## config.mk

```make
export PLATFORM = sky130hd
export DESIGN_NAME = x_uart_tx
export DESIGN_NICKNAME = d
export VERILOG_FILES = /design/src/rtl/x_uart_tx.sv
export SDC_FILE = /design/constraint.sdc
export NUM_CORES = 1
export LEC_CHECK = 0
export BUFFER_PORTS_ARGS = -buffer_cell sky130_fd_sc_hd__buf_2
export CAP_MARGIN = 40
export CORE_ASPECT_RATIO = 0.75
export CORE_UTILIZATION = 36
export DETAILED_ROUTE_END_ITERATION = 8
export PLACE_DENSITY = 0.57
export RECOVER_POWER = 100
export SLEW_MARGIN = 20
export SYNTH_ARGS = -nofsm -noshare
export SYNTH_HDL_FRONTEND = slang
export SYNTH_SLANG_ARGS = --single-unit
```

## constraint.sdc

```tcl
create_clock -name i_clk -period 3.6 [get_ports i_clk]
set_clock_uncertainty 0.2 [all_clocks]
set_input_delay 0.72 -clock i_clk [delete_from_list [all_inputs] [get_ports i_clk]]
set_output_delay 0.72 -clock i_clk [all_outputs]
set_load 0.05 [all_outputs]
```

## src/rtl/x_uart_tx.sv

```systemverilog
// x_uart_tx: buffered 8N1 UART transmitter.
// Bytes enter a small circular FIFO over a valid/ready handshake and are
// serialised LSB first on o_tx. Bit timing matches the team UART receiver:
// every bit lasts (p_clk_hz/p_baud)+1 clock cycles.
//
// state    | meaning
// ---------+----------------------------------------------------------
// st_idle  | line high, waiting for the FIFO to become non-empty
// st_start | start bit (line low)
// st_d0..7 | data bit n on the line, shift register drives o_tx
// st_stop  | stop bit (line high); pops the next byte if one is queued
module x_uart_tx #(
  parameter int p_clk_hz     = 1200000,
  parameter int p_baud       = 115200,
  parameter int p_fifo_depth = 4
) (
  input  logic       i_clk,
  input  logic       i_rst_n,
  input  logic       i_valid,
  input  logic [7:0] i_data,
  output logic       o_ready,
  output logic       o_tx,
  output logic       o_busy
);

  localparam int timer_top = p_clk_hz / p_baud;
  localparam int tw        = $clog2(timer_top + 1);
  localparam int aw        = $clog2(p_fifo_depth);

  localparam logic [tw-1:0] timer_top_v = tw'(timer_top);
  localparam logic [aw:0]   depth_v     = (aw + 1)'(p_fifo_depth);

  localparam logic [3:0] st_idle  = 4'd0;
  localparam logic [3:0] st_start = 4'd1;
  localparam logic [3:0] st_d0    = 4'd2;
  localparam logic [3:0] st_d7    = 4'd9;
  localparam logic [3:0] st_stop  = 4'd10;

  logic [3:0]    state;
  logic [tw-1:0] timer;
  logic [7:0]    shift;
  logic          tx_q;

  logic [7:0]    mem [p_fifo_depth];
  logic [aw-1:0] wr_ptr;
  logic [aw-1:0] rd_ptr;
  logic [aw:0]   count;

  logic full;
  logic empty;
  logic push;
  logic pop;
  logic tick;
  logic [7:0] head;

  // Handshake, FIFO status and the pop decision shared by FSM and FIFO.
  always_comb begin
    full  = (count == depth_v);
    empty = (count == '0);
    tick  = (timer == timer_top_v);
    head  = mem[rd_ptr];
    // Ready is gated by reset so the host never sees a stale accept.
    o_ready = ~full & i_rst_n;
    push    = i_valid & o_ready;
    // Idle pops immediately; stop pops at its last cycle so frames abut.
    pop = ~empty & ((state == st_idle) | ((state == st_stop) & tick));
    o_tx   = tx_q;
    o_busy = (state != st_idle) | ~empty;
  end

  // FIFO storage; contents are don't-care until written, so no reset.
  always_ff @(posedge i_clk) begin
    if (push) begin
      mem[wr_ptr] <= i_data;
    end
  end

  // FIFO pointers and occupancy; simultaneous push and pop cancel out.
  always_ff @(posedge i_clk or negedge i_rst_n) begin
    if (!i_rst_n) begin
      wr_ptr <= '0;
      rd_ptr <= '0;
      count  <= '0;
    end else begin
      if (push) wr_ptr <= wr_ptr + 1'b1;
      if (pop)  rd_ptr <= rd_ptr + 1'b1;
      case ({push, pop})
        2'b10:   count <= count + 1'b1;
        2'b01:   count <= count - 1'b1;
        default: count <= count;
      endcase
    end
  end

  // Bit timer: parked at zero in idle, otherwise wraps at timer_top.
  always_ff @(posedge i_clk or negedge i_rst_n) begin
    if (!i_rst_n) begin
      timer <= '0;
    end else if (state == st_idle || tick) begin
      timer <= '0;
    end else begin
      timer <= timer + 1'b1;
    end
  end

  // Frame sequencer; o_tx is registered alongside the state so the line
  // level changes on exactly the same edge as the state.
  always_ff @(posedge i_clk or negedge i_rst_n) begin
    if (!i_rst_n) begin
      state <= st_idle;
      shift <= 8'h00;
      tx_q  <= 1'b1;
    end else begin
      case (state)
        st_idle: begin
          if (pop) begin
            shift <= head;
            state <= st_start;
            tx_q  <= 1'b0;
          end
        end
        st_start: begin
          if (tick) begin
            state <= st_d0;
            tx_q  <= shift[0];
          end
        end
        st_stop: begin
          if (tick) begin
            if (pop) begin
              shift <= head;
              state <= st_start;
              tx_q  <= 1'b0;
            end else begin
              state <= st_idle;
              tx_q  <= 1'b1;
            end
          end
        end
        default: begin
          if (state >= st_d0 && state <= st_d7) begin
            if (tick) begin
              shift <= {1'b0, shift[7:1]};
              if (state == st_d7) begin
                state <= st_stop;
                tx_q  <= 1'b1;
              end else begin
                state <= state + 4'd1;
                tx_q  <= shift[1];
              end
            end
          end else begin
            // Unreachable encodings recover to a quiet line.
            state <= st_idle;
            tx_q  <= 1'b1;
          end
        end
      endcase
    end
  end

endmodule
```

==> results by stage, run 1 <==
Global routing:
- The first global-routing pass estimated 8560 um of wire.
- The via count of the first global-routing pass is 1594.
- The overflow left after global routing is 0.
- The initial antenna violation count was 0.
- The pin count of the biggest net entering global routing is 25.
- The global-route total usage across every layer is 0.138.

Clock network:
- The clock tree synthesis step divided the H-tree into 2 levels.
- The count of hold-fix buffers inserted at cts is 0.
- In this run the post-CTS setup repair buffer count came out at 0.
- In this run the clock root is driven by a sky130_fd_sc_hd__clkbuf_8.
- Clock tree synthesis found a total of 56 sinks.
- TritonCTS built the clock tree.
- The maximum count of clock buffers along a single path is 2.
- The post-CTS resize count is 0.
- The clock buffer count from CTS is 5.
- Clock-pin slew was measured on the worst setup and hold paths at 0.10 ns.
- The insertion delay of the later-clocked pin in the worst-skew pair is 0.31 ns.

Pwr:
- Of the total power, the share spent switching nets is 0.398.
- The share of total power dissipated in combinational logic is 0.427.
- Of the total power, the clock network draws 0.141.
- For this design the static power due to leakage is 1.13 nW.
- Across the VDD grid, the largest voltage drop is 324 uV.
- The part of the total power dissipated in sequential elements is 0.432.
- The internal power component is 0.00146 W.
- The power per standard cell area is 817 nW/um2.
- The net switching component of the power is 0.000965 W.

Placement:
- The routability congestion estimate is 0.786.
- The half-perimeter wire length after placement is 3550 um.
- The count of placed standard cells including taps is 309.
- Input and output buffers added on the ports amount to 13.
- The placed cell area is 2920 um2.
- OpenSTA, run right after detailed placement, puts the worst setup slack at 0.563 ns.

Worst setup path:
- The most critical setup path has its startpoint at state[0].
- The internal reg-to-reg setup slack is 0.40 ns.
- The nature of the critical path startpoint is a flop.
- The timing endpoint of the critical path is count[2].
- In this run the critical register-to-register path is launched from state[0].
- The number of cell instances on the worst register-to-register path is 11.
- The classification of the worst setup path is reg2reg.
- Along the worst path, the maximum fanout reaches 7.
- The endpoint identified for the worst register-to-register timing path is count[2].
- The worst path arrival time is 3.24 ns.
- At the worst endpoint, the required time is 3.64 ns.
- The critical path capture point type is a flop.

Synth:
- The share of synthesized area in the top cell type comes to 0.343.
- By area the synthesized netlist is led by sky130_fd_sc_hd__edfxtp_1 34%, sky130_fd_sc_hd__dfrtp_1 21%, sky130_fd_sc_hd__mux4_2 6.4%, sky130_fd_sc_hd__ha_1 4.9%, sky130_fd_sc_hd__inv_1 3.8%.
- Of the synthesized area, sequential elements account for 0.558.
- The number of library cell types mapped by synthesis is 62.
- The biggest area consumer among synthesized cells is sky130_fd_sc_hd__edfxtp_1.
- The number of nets in the synthesized netlist is 226.
- The async set-reset flop share out of synthesis is 0.429.
- Counting flops with a built-in enable in the synthesized netlist gives 32.
- A synthesized cell averages 13.8 um2.
- The yosys synthesis warning count is 0.
- Synthesis inferred 56 register bits.
- The most common flop cell mapped by yosys is sky130_fd_sc_hd__edfxtp_1.
- The cell count after synthesis came out at 203.
- The cell area after synthesis is 2800 um2.

Timing:
- Setup repair after global routing left no endpoint under its margin.
- The number of pins with negative max-slew slack in the final report is 0.
- The peak clock frequency supported by timing is 312 MHz.
- The part of the cycle the worst path needs is 0.889.
- The worst path in the final design needs a cycle of 3.20 ns, including I/O delays and setup.
- Summed over all failing endpoints, the final setup total negative slack is 0 ns.
- Once routing completed, OpenROAD measured the worst setup slack at 0.400 ns.
- The number of failing setup endpoints in the final timing report is 0.
- The normalized max-slew margin is 0.101.
- At the pin with the least slew margin, the transition time is 1.35 ns.
- The count of endpoints failing hold in the final timing report is 0.

Layout:
- The total number of nets in the final design is 238.
- The layout-stage area growth over the synthesis result is 6.03%.
- The multi-input logic area is 1030 um2.
- After routing the design area is 2970 um2.
- The area of all sequential standard cells is 1560 um2.
- The number of antenna repair diodes is 0.
- Once layout is complete, the cells apart from fillers number 317.
- After filler insertion, the fill cell instance count of the layout stands at 729.
- The post-route core utilization is 0.400.
- Of the cells placed in the final design, the portion with a size suffix greater than 1 is 0.144.

Detailed routing:
- In the final routed layout, each cell accounts on average for 16.1 um.
- For this run, the detailed router's first-pass iteration total came to 4.
- The post-route antenna net violation count is 0.
- The wire length reported by the detailed router is 5090 um.
- The routed layout has 1625 vias.
- The detailed router's first-iteration violation count is 98.
- The number of remaining DRC errors is 0.
- After detailed routing, the number of vias per cell comes to 5.13.

Floorplanning:
- The floorplan step set the die height to 78.4 um.
- From left edge to right edge, the die measures 104 um.
- The die covers 8140 um2.
- The number of ports placed on the die boundary is 14.
- The starting density of the core is 0.377.
- After floorplanning, the core was sized to cover 7430 um2.
- The number of placement rows is 27.

Run:
- The tool flagged a number of max-cap violations equal to 0.

Worst hold path:
- The worst hold path belongs to the class reg2reg.

Run status:
- The flow ran to the end, and the final reports show no timing, DRC or antenna violations.
[flip-flops by register name, indices dropped and copies added (netlist names)]
name and cells:
rd_ptr 2, count 3, o_tx 1, wr_ptr 2, shift 8, mem 32
state 4, timer 4
[cell usage in the layout (no fill, tap or decap), drive strengths merged, types with 2 or more instances in the layout]
cell	instances
a32oi	7
a32o	2
a21oi	4
nand2	3
a31oi	2
and2	3
xnor2	4
nor2	9
ha	11
mux4	8
xor2	4
o21ai	3
mux2	2
clkbuf	18
clkinv	2
mux2i	2
nor4	2
edfxtp	32
inv	29
nor3	4
nand3	3
dfrtp	23
and3	6
o21bai	2
o22a	7
a221o	2
[worst min path at each step]
stage / start / end / slack [ns] / depth (start not counted)
final: timer[0] / timer[0] / 0.31 / 1
after global routing: o_tx / o_tx / 0.32 / 1
after CTS: i_rst_n / count[0] / 0.19 / 2
after detailed placement: timer[0] / timer[0] / 0.29 / 1
after global placement: timer[0] / timer[0] / 0.29 / 1
after floorplan: i_rst_n / count[0] / 0.22 / 0
[power by group through the flow]
stage               combinational [W]  clock, W  sequential (W)
floorplan                    0.000955         0        0.000972
global placement              0.00105         0         0.00106
detailed placement            0.00106         0         0.00107
CTS                           0.00107  0.000351         0.00105
global route                  0.00115  0.000381         0.00108
finish                        0.00104  0.000343         0.00105
[final cells by class]
cell class	instances	area share
Timing Repair Buffer	14	0.0181
Inverter	29	0.0366
Multi-Input combinational cell	109	0.347
Tap cell	101	0.0425
Clock buffer	5	0.0232
Sequential cell	56	0.526
Clock inverter	3	0.00632
[per-stage QoR]
step / power, W / hold WS (ns)
6_report: 0.00243 / 0.307
3_5_place_dp: 0.00212 / 0.294
4_1_cts: 0.00247 / 0.194
5_1_grt: 0.00261 / 0.322
2_1_floorplan: 0.00193 / 0.224
3_3_place_gp: 0.00210 / 0.287
[critical path: stages (launching register included)]
cell,delay (ns)
sky130_fd_sc_hd__dfrtp_1,0.44
sky130_fd_sc_hd__inv_1,0.15
sky130_fd_sc_hd__ha_1,0.33
sky130_fd_sc_hd__nor3b_2,0.25
sky130_fd_sc_hd__or2_0,0.39
sky130_fd_sc_hd__and2_0,0.30
sky130_fd_sc_hd__ha_1,0.23
sky130_fd_sc_hd__inv_1,0.07
sky130_fd_sc_hd__fa_1,0.37
sky130_fd_sc_hd__xor2_1,0.15
sky130_fd_sc_hd__nor2_1,0.11
sky130_fd_sc_hd__xor2_1,0.14
[synth_stat cells, types with 2 or more instances]
cell type	n
sky130_fd_sc_hd__edfxtp_1	32
sky130_fd_sc_hd__inv_1	28
sky130_fd_sc_hd__dfrtp_1	23
sky130_fd_sc_hd__ha_1	11
sky130_fd_sc_hd__mux4_2	8
sky130_fd_sc_hd__nor2_1	8
sky130_fd_sc_hd__a32oi_1	7
sky130_fd_sc_hd__o22a_1	7
sky130_fd_sc_hd__buf_6	6
sky130_fd_sc_hd__and3_1	5
sky130_fd_sc_hd__xnor2_1	4
sky130_fd_sc_hd__a21oi_1	3
sky130_fd_sc_hd__nand2_1	3
sky130_fd_sc_hd__nand3_1	3
sky130_fd_sc_hd__xor2_1	3
sky130_fd_sc_hd__a221o_1	2
sky130_fd_sc_hd__a31oi_1	2
sky130_fd_sc_hd__a32o_1	2
sky130_fd_sc_hd__and2_1	2
sky130_fd_sc_hd__nor3_1	2
[logic make-up (layout without fill, tap and decap cells)]
logic type	count (synthesis)	after routing	synth area share
flip-flops	56	56	0.558
AO/OA/AOI/OAI	39	39	0.121
AND/OR/NAND/NOR	38	38	0.0875
buffers and inverters	38	51	0.0688
adder cells (fa/ha/maj)	12	12	0.0563
multiplexers	12	12	0.0808
XOR/XNOR	8	8	0.0277
[routing by layer]
layer / track usage / vias up / wire (um)
li1: - / 783 / -
met1: 0.201 / 819 / 2660
met2: 0.202 / 21 / 2210
met3: 0.0274 / 2 / 177
met4: 0.0514 / 0 / 41
met5: 0 / - / 0
(Power assumes the default switching activity.)
==> inputs of run 2 (changes only) <==
REMOVE_ABC_BUFFERS = 1   (was not set)
==> run 2 against run 1 <==
Die area is the same; total power fell by 0.61%; wire length is 4.8% lower; final cell count unchanged; largest power group unchanged.
==> results by stage, run 2 (synthesized netlist as in run 1, its figures left out) <==
Run status:
- The flow ran to the end, and the final reports show no timing, DRC or antenna violations.

Timing:
- The actual transition at the worst max-transition pin came to 1.32 ns (-0.0236 ns).
- The total negative slack came to 0 ns (unchanged).
- The normalized max-slew margin is 0.117 (+0.0158).
- The number of pins with negative max-slew slack in the final report was 0 (unchanged).
- The count of endpoints failing hold in the final timing report came to 0 (unchanged).
- The part of the cycle the worst path needs is 0.871 (-0.0182).
- Setup repair after global routing left no endpoint under its margin.
- The number of failing setup endpoints in the final timing report is 0 (unchanged).
- The final critical delay including setup and external delays is 3.13 ns (-0.0656 ns).
- The peak clock frequency supported by timing was 319 MHz (+2.1%).

Floorplanning:
- The starting density of the core was 0.377 (unchanged).
- The number of placement rows is 27 (unchanged).
- The core area came to 7430 um2 (unchanged).
- The number of ports placed on the die boundary came to 14 (unchanged).
- The die footprint was 8140 um2 (unchanged).
- The die span in x is 104 um (unchanged).
- The chip height is 78.4 um (unchanged).

Pwr:
- The leakage power is 1.14 nW (+0.19%).
- The total power consumption of the routed design is 0.00241 W (-0.61%).
- The power per standard cell area is 812 nW/um2 (-0.61%).
- The worst vdd rail ir drop is 320 uV (-1.4%).

Worst setup path:
- The worst path arrival time is 3.16 ns (-0.08 ns).
- The internal reg-to-reg setup slack is 0.47 ns (+0.07 ns).
- The highest fanout seen on the critical path is 7 (unchanged).
- The number of cell instances on the worst register-to-register path was 11 (unchanged).
- STA classifies the critical path startpoint as a flop.
- The endpoint of the most critical register-to-register path is count[2].
- The data required time of the critical path is 3.63 ns (about the same).
- By startpoint and endpoint, the worst setup path is classified as reg2reg.
- STA classifies the critical path endpoint as a flop.
- The launching point of the worst reg2reg path is state[0].

Detailed routing:
- The detailed router's first-iteration violation count is 108 (+10%).
- The detail-routed via count per cell was 5.07 (-1.0%).
- The number of remaining DRC errors came to 0 (unchanged).
- The detail-routed net length per standard cell is 15.3 um (-4.8%).
- The number of vias after detailed routing came to 1608 (-1.0%).
- The post-route antenna net violation count is 0 (unchanged).
- The detailed-router iteration count before antenna repair came to 4 (unchanged).
- The wire length reported by the detailed router was 4850 um (-4.8%).

Layout:
- In the layout the commonest cells are 32 x sky130_fd_sc_hd__edfxtp_1, 28 x sky130_fd_sc_hd__inv_1, 23 x sky130_fd_sc_hd__dfrtp_1.
- The layout-stage area growth over the synthesis result is 6.03% (unchanged).
- The most common cell after layout, fill and taps aside is sky130_fd_sc_hd__edfxtp_1.
- The multi-input logic area is 1030 um2 (-0.24%).
- The largest registers in the layout are mem: 32 flops, shift: 8 flops.
- The register with the highest flop count is mem.
- The area of all sequential standard cells is 1560 um2 (unchanged).
- The share of post-route cells with drive strength above 1 is 0.139 (-0.00463).
- The final standard cell area without fillers was 2970 um2 (unchanged).
- The number of inserted filler cells in the final layout came to 743 (+1.9%).
- The number of antenna repair diodes is 0 (unchanged).
- The total number of nets in the final design came to 238 (unchanged).
- The number of flip-flops under the largest register name is 32 (unchanged).

Clock network:
- The clock sink count came to 56 (unchanged).
- The clock buffer count from CTS is 5 (unchanged).
- The count of hold-fix buffers inserted at cts was 0 (unchanged).
- The post-CTS resize count is 0 (unchanged).
- The tree is rooted in a sky130_fd_sc_hd__clkbuf_8.
- The buffers inserted during post-CTS setup optimization came to 0 (unchanged).
- TritonCTS built the clock tree.
- The maximum count of clock buffers along a single path was 2 (unchanged).
- The clock input transition at the sequential cells of the worst setup and hold paths came to 0.10 ns (about the same).
- The number of levels in the clock H-tree came to 2 (unchanged).
- The insertion delay of the later-clocked pin in the worst-skew pair is 0.31 ns (about the same).

Placement:
- The number of buffers inserted by port buffering was 13 (unchanged).
- The placed cell area is 2920 um2 (unchanged).
- The half-perimeter wire length after placement is 3510 um (-1.1%).
- The routability congestion estimate is 0.818 (+4.1%).

Global routing:
- The pin count of the biggest net entering global routing is 25 (unchanged).
- The wire length of the first global-routing pass was 8310 um (-2.8%).
- The global-route total usage across every layer was 0.130 (-0.00791).
- The initial antenna violation count came to 0 (unchanged).
- The via count of the first global-routing pass came to 1663 (+4.3%).
- The overflow left after global routing is 0 (unchanged).

Worst hold path:
- The worst hold path terminates at timer[0].
- The start point of the worst min-delay path is timer[0].
- The type of the tightest min-delay check is reg2reg.
- The worst hold path stage count was 1 (unchanged).

Run:
- The number of max-cap violations is 0 (unchanged).
## run 2: worst max path at each step
stage                        start  endpoint  cells past startpoint
after floorplan            i_rst_n  count[1]                      8
after global placement    state[0]  count[2]                     11
after detailed placement  state[0]  count[2]                     11
after CTS                 state[0]  count[2]                     11
after global routing      state[0]  count[2]                     11
final                     state[0]  count[2]                     11
## run 2: critical path, cell delays in order, from the launching register on
cell and delay, ns:
sky130_fd_sc_hd__dfrtp_1 0.44, sky130_fd_sc_hd__inv_1 0.13, sky130_fd_sc_hd__ha_1 0.31, sky130_fd_sc_hd__nor3b_1 0.29
sky130_fd_sc_hd__or2_0 0.40, sky130_fd_sc_hd__and2_4 0.26, sky130_fd_sc_hd__ha_1 0.17, sky130_fd_sc_hd__inv_1 0.06
sky130_fd_sc_hd__fa_1 0.37, sky130_fd_sc_hd__xor2_1 0.15, sky130_fd_sc_hd__nor2_1 0.11, sky130_fd_sc_hd__xor2_1 0.17
## run 2: layer usage
layer | global-route usage | routed length (um)
met1 | 0.187 | 2460
met2 | 0.201 | 2100
met3 | 0.0224 | 252
met4 | 0.0386 | 34
met5 | 0 | 0
## run 2: power breakdown
part / total (W) / internal (W) / switching [W]
Sequential: 0.00104 / 0.000855 / 0.000188
Clock: 0.000349 / 0.000140 / 0.000209
Combinational: 0.00102 / 0.000472 / 0.000548
Total: 0.00241 / 0.00147 / 0.000945
## run 2: cell type report
type / count / area share
Inverter: 29 / 0.0366
Clock inverter: 3 / 0.00716
Tap cell: 101 / 0.0425
Multi-Input combinational cell: 109 / 0.346
Timing Repair Buffer: 14 / 0.0181
Clock buffer: 5 / 0.0232
Sequential cell: 56 / 0.526
## run 2: through the flow
| step | util | std cells | hold slack [ns] | setup WS [ns] |
|---|---|---|---|---|
| 6_report | 0.400 | 317 | 0.297 | 0.466 |
| 2_1_floorplan | - | 194 | 0.224 | 0.491 |
| 3_5_place_dp | 0.392 | 309 | 0.289 | 0.560 |
| 5_1_grt | 0.400 | 317 | 0.319 | 0.191 |
| 4_1_cts | 0.405 | 317 | 0.244 | 0.505 |
| 3_3_place_gp | 0.392 | 309 | 0.288 | 0.615 |
